File: src/rtl/mips_rf_pkg.sv
// Shared types and helpers for the multi-port MIPS register file.
package mips_rf_pkg;

    typedef enum logic {
        RF_CLEAR = 1'b0,
        RF_RUN   = 1'b1
    } rf_state_e;

    localparam int RF_DATA_W = 32;
    localparam int RF_ADDR_W = 5;

    // LSB of port p's field inside a flattened per-port bus.
    function automatic int port_lsb(input int port, input int width);
        return port * width;
    endfunction

endpackage

File: src/rtl/mips_rf_wr_arb.sv
// Resolves which write port (if any) targets a queried address; the highest index wins.
module mips_rf_wr_arb
    import mips_rf_pkg::*;
#(
    parameter int DATA_W = RF_DATA_W,
    parameter int ADDR_W = RF_ADDR_W,
    parameter int NUM_WR = 2
) (
    input  logic [NUM_WR-1:0]        wr_en,
    input  logic [NUM_WR*ADDR_W-1:0] wr_addr,
    input  logic [NUM_WR*DATA_W-1:0] wr_data,
    input  logic [ADDR_W-1:0]        q_addr,
    output logic                     hit,
    output logic [DATA_W-1:0]        data
);

    always_comb begin
        hit  = 1'b0;
        data = '0;
        for (int w = 0; w < NUM_WR; w++) begin
            if (wr_en[w] && wr_addr[port_lsb(w, ADDR_W) +: ADDR_W] == q_addr) begin
                hit  = 1'b1;
                data = wr_data[port_lsb(w, DATA_W) +: DATA_W];
            end
        end
    end

endmodule

File: src/rtl/mips_regfile_mp.sv
// Multi-port register file: registered reads with write-first bypass,
// per-register pending bits, and a post-reset clear sweep.
module mips_regfile_mp
    import mips_rf_pkg::*;
#(
    parameter int DATA_W   = RF_DATA_W,
    parameter int ADDR_W   = RF_ADDR_W,
    parameter int NUM_RD   = 2,
    parameter int NUM_WR   = 2,
    parameter int ZERO_REG = 1
) (
    input  logic                     clk,
    input  logic                     rst,
    input  logic [NUM_RD-1:0]        rd_en,
    input  logic [NUM_RD*ADDR_W-1:0] rd_addr,
    output logic [NUM_RD*DATA_W-1:0] rd_data,
    output logic [NUM_RD-1:0]        rd_pend,
    input  logic [NUM_WR-1:0]        wr_en,
    input  logic [NUM_WR*ADDR_W-1:0] wr_addr,
    input  logic [NUM_WR*DATA_W-1:0] wr_data,
    input  logic                     pend_set,
    input  logic [ADDR_W-1:0]        pend_addr,
    output logic                     init_done
);

    localparam int DEPTH = 2 ** ADDR_W;

    rf_state_e         state_q, state_d;
    logic [ADDR_W-1:0] cnt_q;
    logic              run;

    always_ff @(posedge clk) begin
        if (rst) begin
            state_q <= RF_CLEAR;
            cnt_q   <= '0;
        end else begin
            state_q <= state_d;
            if (state_q == RF_CLEAR) cnt_q <= cnt_q + 1'b1;
        end
    end

    always_comb begin
        state_d = state_q;
        run     = (state_q == RF_RUN);
        if (state_q == RF_CLEAR && (&cnt_q)) state_d = RF_RUN;
    end

    assign init_done = run;

    logic [DEPTH-1:0][DATA_W-1:0] mem_q, mem_d;
    logic [DEPTH-1:0]             pend_q, pend_d;
    logic [DEPTH-1:0]             ent_hit;
    logic [DEPTH-1:0][DATA_W-1:0] ent_data;

    for (genvar e = 0; e < DEPTH; e++) begin : g_ent
        mips_rf_wr_arb #(.DATA_W(DATA_W), .ADDR_W(ADDR_W), .NUM_WR(NUM_WR)) u_arb (
            .wr_en   (wr_en),
            .wr_addr (wr_addr),
            .wr_data (wr_data),
            .q_addr  (ADDR_W'(e)),
            .hit     (ent_hit[e]),
            .data    (ent_data[e])
        );
    end

    // pend_set is applied after the write-clear so a same-cycle set wins.
    always_comb begin
        mem_d  = mem_q;
        pend_d = pend_q;
        if (run) begin
            for (int e = 0; e < DEPTH; e++) begin
                if (ent_hit[e]) begin
                    mem_d[e]  = ent_data[e];
                    pend_d[e] = 1'b0;
                end
            end
            if (pend_set) pend_d[pend_addr] = 1'b1;
            if (ZERO_REG != 0) begin
                mem_d[0]  = '0;
                pend_d[0] = 1'b0;
            end
        end else begin
            mem_d[cnt_q]  = '0;
            pend_d[cnt_q] = 1'b0;
        end
    end

    always_ff @(posedge clk) begin
        mem_q  <= mem_d;
        pend_q <= pend_d;
    end

    logic [NUM_RD-1:0]             rp_hit;
    logic [NUM_RD-1:0][DATA_W-1:0] rp_byp;
    logic [NUM_RD-1:0][DATA_W-1:0] rp_val;
    logic [NUM_RD-1:0][DATA_W-1:0] rd_data_q;
    logic [NUM_RD-1:0]             rd_pend_q;

    for (genvar p = 0; p < NUM_RD; p++) begin : g_rd
        logic [ADDR_W-1:0] ra;
        assign ra = rd_addr[p*ADDR_W +: ADDR_W];

        mips_rf_wr_arb #(.DATA_W(DATA_W), .ADDR_W(ADDR_W), .NUM_WR(NUM_WR)) u_arb (
            .wr_en   (wr_en),
            .wr_addr (wr_addr),
            .wr_data (wr_data),
            .q_addr  (ra),
            .hit     (rp_hit[p]),
            .data    (rp_byp[p])
        );

        assign rp_val[p] = (ZERO_REG != 0 && ra == '0) ? '0 :
                           rp_hit[p] ? rp_byp[p] : mem_q[ra];
    end

    always_ff @(posedge clk) begin
        if (rst || !run) begin
            rd_data_q <= '0;
            rd_pend_q <= '0;
        end else begin
            for (int p = 0; p < NUM_RD; p++) begin
                if (rd_en[p]) begin
                    rd_data_q[p] <= rp_val[p];
                    rd_pend_q[p] <= pend_d[rd_addr[port_lsb(p, ADDR_W) +: ADDR_W]];
                end
            end
        end
    end

    assign rd_data = rd_data_q;
    assign rd_pend = rd_pend_q;

endmodule

File: config.mk
export PLATFORM = sky130hd
export DESIGN_NAME = mips_regfile_mp
export DESIGN_NICKNAME = d
export VERILOG_FILES = /design/src/rtl/mips_rf_pkg.sv /design/src/rtl/mips_rf_wr_arb.sv /design/src/rtl/mips_regfile_mp.sv
export SDC_FILE = /design/constraint.sdc
export NUM_CORES = 2
export LEC_CHECK = 0
export BUFFER_PORTS_ARGS = -buffer_cell sky130_fd_sc_hd__buf_2
export CAP_MARGIN = 10
export CELL_PAD_IN_SITES_DETAIL_PLACEMENT = 0
export CELL_PAD_IN_SITES_GLOBAL_PLACEMENT = 1
export CORE_UTILIZATION = 32
export CTS_CLUSTER_SIZE = 16
export DETAILED_ROUTE_END_ITERATION = 12
export HOLD_SLACK_MARGIN = 0.02
export PLACE_DENSITY = 0.66
export SYNTH_ARGS = -nofsm -noshare
export SYNTH_HDL_FRONTEND = slang
export SYNTH_HIERARCHICAL = 1
export SYNTH_SLANG_ARGS = --single-unit
File: constraint.sdc
create_clock -name clk -period 11.5 [get_ports clk]
set_clock_uncertainty 0.2 [all_clocks]
set_input_delay 2.3 -clock clk [delete_from_list [all_inputs] [get_ports clk]]
set_output_delay 2.3 -clock clk [all_outputs]
set_load 0.03 [all_outputs]
## Word-level counts from Yosys, hierarchy flattened

Index checks and enable logic that the tools add are counted.

- Bits in registers: 1128
- Latch bits: 0
- Memory bits (writable): 0
- ROM bits: 0
- Bits of input ports: 96
- Memories kept: 0

- Add/sub/neg operators: 1
- $mul: 0
- Div/mod/pow operators: 0
- Magnitude comparators: 6
- Eq/ne operators: 97
- Shifts and indexed selects: 0
- Mux-type cells: 250
- Bitwise logic cells: 6
- Reductions and logical operators: 78

Operators by type and width:

| cell | count |
|---|---|
| 32-bit two-way mux | 106 |
| 1024-bit bitwise AND | 1 |
| 1024-bit two-way mux | 1 |
| 1024-bit inverter | 1 |
| 32-bit binary-select mux with 5-bit select | 2 |
| 32-bit demux with 5-bit select | 1 |
| 5-bit == test (second input constant) | 32 |
| 1-bit two-way mux | 136 |
| 5-bit by 4-bit == test with 1-bit output (second input constant) | 16 |
| 1-bit logical AND | 71 |
| 2-bit by 1-bit inequality test with 1-bit output (second input constant) | 31 |
| 5-bit by 3-bit == test with 1-bit output (second input constant) | 8 |
| 32-bit bitwise AND | 1 |
| 32-bit inverter | 1 |
| 32-bit bitwise OR | 1 |
| 5-bit by 6-bit less-than comparator with 1-bit output (second input constant) | 4 |
| 5-bit by 2-bit == test with 1-bit output (second input constant) | 4 |
| 5-bit == test | 4 |
| 5-bit logical NOT | 4 |
| 1-bit binary-select mux with 5-bit select | 2 |
| 1-bit demux with 5-bit select | 2 |
| 5-bit by 1-bit == test with 1-bit output (second input constant) | 2 |
| 5-bit by 1-bit greater-or-equal comparator with 1-bit output (second input constant) | 2 |
| 5-bit by 1-bit adder with 5-bit output (second input constant) | 1 |
| 4 further kinds | 4 |

## Logic depth before layout (Yosys ltp)

- Depth in word-level cells: 11
- Gate-level depth with buffers: 13
- Gate-level depth less buffers: 11

## By module

The synthesis kept the hierarchy.

Modules (own cells, without submodules):

| module | instances | cells an instance | area each (µm²) | seq. area each (µm²) |
|---|---|---|---|---|
| mips_regfile_mp | 1 | 4785 | 62597.5 | 32511.2 |
| mips_rf_wr_arb | 33 | 89 | 885.8 | 0.0 |

## Worst setup path after synthesis

Ideal clock, no wire load.

- Path type: input to register
- From: input port wr_addr[8]
- To: register rd_pend_q[1], in the netlist rd_pend[1]
- Library setup time: 0.122 ns
- Arrival time: 5.344 ns
- Required time: 11.178 ns
- Slack: 5.835 ns
- Stages: 13
- Cells stage by stage: xor2_1 nor4_1 and3_1 buf_6 buf_12 a21o_1 nand2b_1 o22ai_1 a21o_1 mux4_2 a31o_2 a211oi_1 o21ai_1

- Cells in the longest elaborated chain, start to end: 10
- Elaborated cells between the ends (all ways): 160
- Classes of those cells: eq/ne: 31; mux: 97; bitwise: 1; reduce/logical: 31

RTL lines:

| element | RTL line | RTL |
|---|---|---|
| start, declared | mips_regfile_mp.sv:19 | `input logic [NUM_WR*ADDR_W-1:0] wr_addr,` |
| 5-bit == test (*) | mips_rf_wr_arb.sv:21 | `if (wr_en[w] && wr_addr[port_lsb(w, ADDR_W) +: ADDR_W] == q_addr) begin` |
| 1-bit logical AND (*) | mips_rf_wr_arb.sv:21 |  |
| 1-bit two-way mux (*) | mips_rf_wr_arb.sv:21 |  |
| via ent_hit[20] | mips_regfile_mp.sv:52 | `logic [DEPTH-1:0] ent_hit;` |
| 1-bit two-way mux (*) | mips_regfile_mp.sv:72 | `if (ent_hit[e]) begin` |
| 1-bit two-way mux (*) | mips_regfile_mp.sv:70 | `if (run) begin` |
| 32-bit bitwise OR (no source line) | - |  |
| 32-bit two-way mux (*) | mips_regfile_mp.sv:77 | `if (pend_set) pend_d[pend_addr] = 1'b1;` |
| 32-bit two-way mux (*) | mips_regfile_mp.sv:70 |  |
| via pend_d[20] | mips_regfile_mp.sv:51 | `logic [DEPTH-1:0] pend_q, pend_d;` |
| 1-bit binary-select mux with 5-bit select (*) | mips_regfile_mp.sv:124 | `rd_pend_q[p] <= pend_d[rd_addr[port_lsb(p, ADDR_W) +: ADDR_W]];` |
| 1-bit two-way mux (implied by the code) (*) | mips_regfile_mp.sv:124 |  |
| end signal, assigned by index | mips_regfile_mp.sv:124 |  |
| end, declared | mips_regfile_mp.sv:97 | `logic [NUM_RD-1:0] rd_pend_q;` |

Mark *: on every way through the listed nets, which the timed path passes. The rest lies on a longest branch. The select of a mux whose other input is x is not followed.
A chain may end at the register's enable or synchronous reset.

## Worst setup path in the final report

- From: input port rd_addr[5]
- To: register rd_data_q, in the netlist rd_data[32]

- Cells in the longest elaborated chain, start to end: 6
- Elaborated cells between the ends (all ways): 13
- Classes of those cells: eq/ne: 2; mux: 8; reduce/logical: 3

RTL lines:

| element | RTL line | RTL |
|---|---|---|
| start, declared | mips_regfile_mp.sv:15 | `input logic [NUM_RD*ADDR_W-1:0] rd_addr,` |
| parallel branches: the longest is 5 deep, another holds 32-bit binary-select mux with 5-bit select | - |  |
| 32-bit two-way mux (*) | mips_regfile_mp.sv:112 | `assign rp_val[p] = (ZERO_REG != 0 && ra == '0) ? '0 :` |
| end signal, assigned by index | mips_regfile_mp.sv:123 | `rd_data_q[p] <= rp_val[p];` |
| end, declared | mips_regfile_mp.sv:96 | `logic [NUM_RD-1:0][DATA_W-1:0] rd_data_q;` |

Mark *: on every way between the ends. The select of a mux whose other input is x is not followed.

==> metrics.cfg <==
[run_status]
status=finished clean

[layout]
layout.nets=7850
area_growth_pct=9.99
drive_above_1_share_pct=26.8
fin_area_sq_um=101000
fillers=27800

[yosys]
synth_area_sq_um=91800
syn_inst=7722
yosysTopAreaCell=edfxtp_1
synthArstFlopShare_pct=0
synth-main-ff-cell=edfxtp_1
synth-seq-cells=1128
synth_edf_count=992
synth_top_area_share_pct=32.4
syn_area_per_cell_sq_um=11.9
yosysMostFrequentCell=and3_1
yosys_warnings=6
synth.area.top_cells=edfxtp_1 32%, mux2_4 16%, a22o_1 9.5%, and3_1 7.4%, mux4_2 6.4%
yosysSeqAreaShare_pct=35.4
synth.distinct_cells=70
ys_top_cells_by_count=1093 x and3_1, 992 x a22o_1, 992 x edfxtp_1

[detailed_routing]
dr.first_iter.drc_count=13000
postRouteAntennaNets=0
drc=0
drt_first_pass_iters=7
wl_per_cell_microns=38.5
vias_per_cell=6.72
vias=78500
finalWirelength_mm=450

[worst_hold_path]
hp-start=rd_data[18]
hold_path.class=reg -> reg

[die]
rows=196
die_area_sq_um=289000
dieHeight_microns=538
core-area_sq_um=285000
io_pins=163
initial_core_util_pct=32.2
die_w_microns=538

[cts]
htreeDepth=4
clk_pin_slew_ps=60
root_buffer=clkbuf_16
post-cts-setup-buffers=0
cts_hold_buffers=0
clk_latency_ps=870
clock-sinks=1128
cts_resized=0
cts_tree=done
clk_path_buf_depth=3
cts_buffers=144

[timing]
max_freq_mhz=170
timing.final.crit_share_pct=51.2
relSlewSlack_pct=3.93
finalMaxSlewViolations=0
whs_ps=283
setup_viol=0
fin_crit_ps=5890
worst_pin_slew_ps=1430
finalHoldViolCount=0
rsz0062_at_grt=no
setup-tns-final_ps=0

[place]
dp_hpwl_mm=253
place_congestion=0.949
io_buffers=162
dpl_cell_area_sq_um=96200

[setup_path]
reg2reg_from=cnt_q[0]
cp-end-kind=flop
critical_path_required_ps=12110
cp_max_fo=47
cp.arrival_ps=6500
critical_path.startpoint_type=input pin
startpoint=rd_addr[5]
path_class=in -> reg

[global_route]
antenna_found_initial=72
grt_pass1_wl_mm=616
grt_overflow=0
grt_pass1_vias=74400
grt_max_degree=223
grtUsageTotal_pct=30.1

[flow_run]
cap_viol_max_count=0

[power]
power.density_nw_per_um2=132
ir_worst_vdd_mv=0.115
cellLeakagePower_uw=0.0441

## layout by cell type, fill, tap and decap left out, types with 32 or more instances in the layout
cell,netlist,layout
nor4_1,36,36
mux4_2,260,260
conb_1,2,310
mux2_2,100,100
a221oi_1,256,256
and3_1,1093,1060
a22o_1,992,992
nor2_2,0,32
a22oi_1,129,129
diode_2,0,51
dfxtp_1,136,134
mux2i_1,519,519
and3_2,0,33
xnor2_1,133,133
xor2_1,200,200
clkbuf_16,0,149
buf_2,115,150
and4_4,33,33
a21o_1,37,35
nand3_1,39,39
edfxtp_1,992,992
clkbuf_1,543,43
nand2_1,262,262
o21ai_0,297,297
and2_1,34,34
mux2_4,957,957
buf_4,1,232
o211ai_1,40,40
nor2_1,125,88
## sequential cells by signal, summed over array words and instances, names as in the netlist
register,flops
rd_pend,2
mem_q,1024
rd_data,64
init_done,1
cnt_q,5
pend_q,32
## worst paths after layout
| kind | end | slack (ps) | depth (start not counted) |
|---|---|---|---|
| setup / recovery | rd_data[32] | 5610 | 10 |
| hold / removal | rd_data[18] | 280 | 1 |
| setup reg to reg | rd_pend[0] | 7210 | 10 |
| hold reg to reg | rd_data[18] | 280 | 1 |
## power by group
group	internal (uW)	switching, uW	leakage [uW]
combinational	1190	1730	0.0294
sequential	5150	500	0.0124
clock	2680	2040	0.00229
## cells by family (layout without fill, tap and decap cells)
kind of cell             count (synthesis)  after routing  share of synthesized area [%]
AO/OA/AOI/OAI                         1844           1844                           15.9
XOR/XNOR                               333            333                           3.18
adder cells (fa/ha/maj)                  5              5                         0.0681
buffers and inverters                  859            699                           5.70
flip-flops                            1128           1128                           35.4
multiplexers                          1836           1836                           28.9
other                                    2            361                        0.00818
AND/OR/NAND/NOR                       1715           1715                           10.8
## per-layer routing
layer	vias to the layer above	global-route usage, %	part of all wire, %	wire length [microns]
met2	6471	44.0	42	188000
li1	30700	-	-	-
met4	24	20.6	8.1	36400
met3	1530	9.01	13	57900
met5	-	0.115	0.043	195
met1	39800	37.9	37	167000
## through the flow
step | instances | utilization (%) | setup WS [ps] | power (uW)
2_1_floorplan | 8030 | - | 5830 | 7230
3_3_place_gp | 11400 | 33.7 | 4580 | 8410
3_5_place_dp | 11400 | 33.7 | 5010 | 8480
4_1_cts | 11600 | 35.4 | 5800 | 13100
5_1_grt | 11600 | 35.4 | 5480 | 13500
6_report | 11700 | 35.4 | 5610 | 13300
## critical path, cell delays in order
cell      delay (ps)
buf_8            400
buf_4            500
buf_4            750
mux2i_1          280
a221oi_1         380
nor2_1            80
o21ai_0         1100
o21ai_0          170
o21ai_0          290
a22o_1           170
## final cells by class
cell class,count,area (sq um),share of cell area [%]
Tap cell,3762,4710,4.66
Clock inverter,61,604,0.598
Timing Repair Buffer,403,2890,2.86
Inverter,29,113,0.111
Clock buffer,206,4080,4.04
Multi-Input combinational cell,6043,56000,55.4
Antenna cell,51,128,0.126
Sequential cell,1128,32500,32.2
Note: power is estimated with default switching activity, not from simulation.
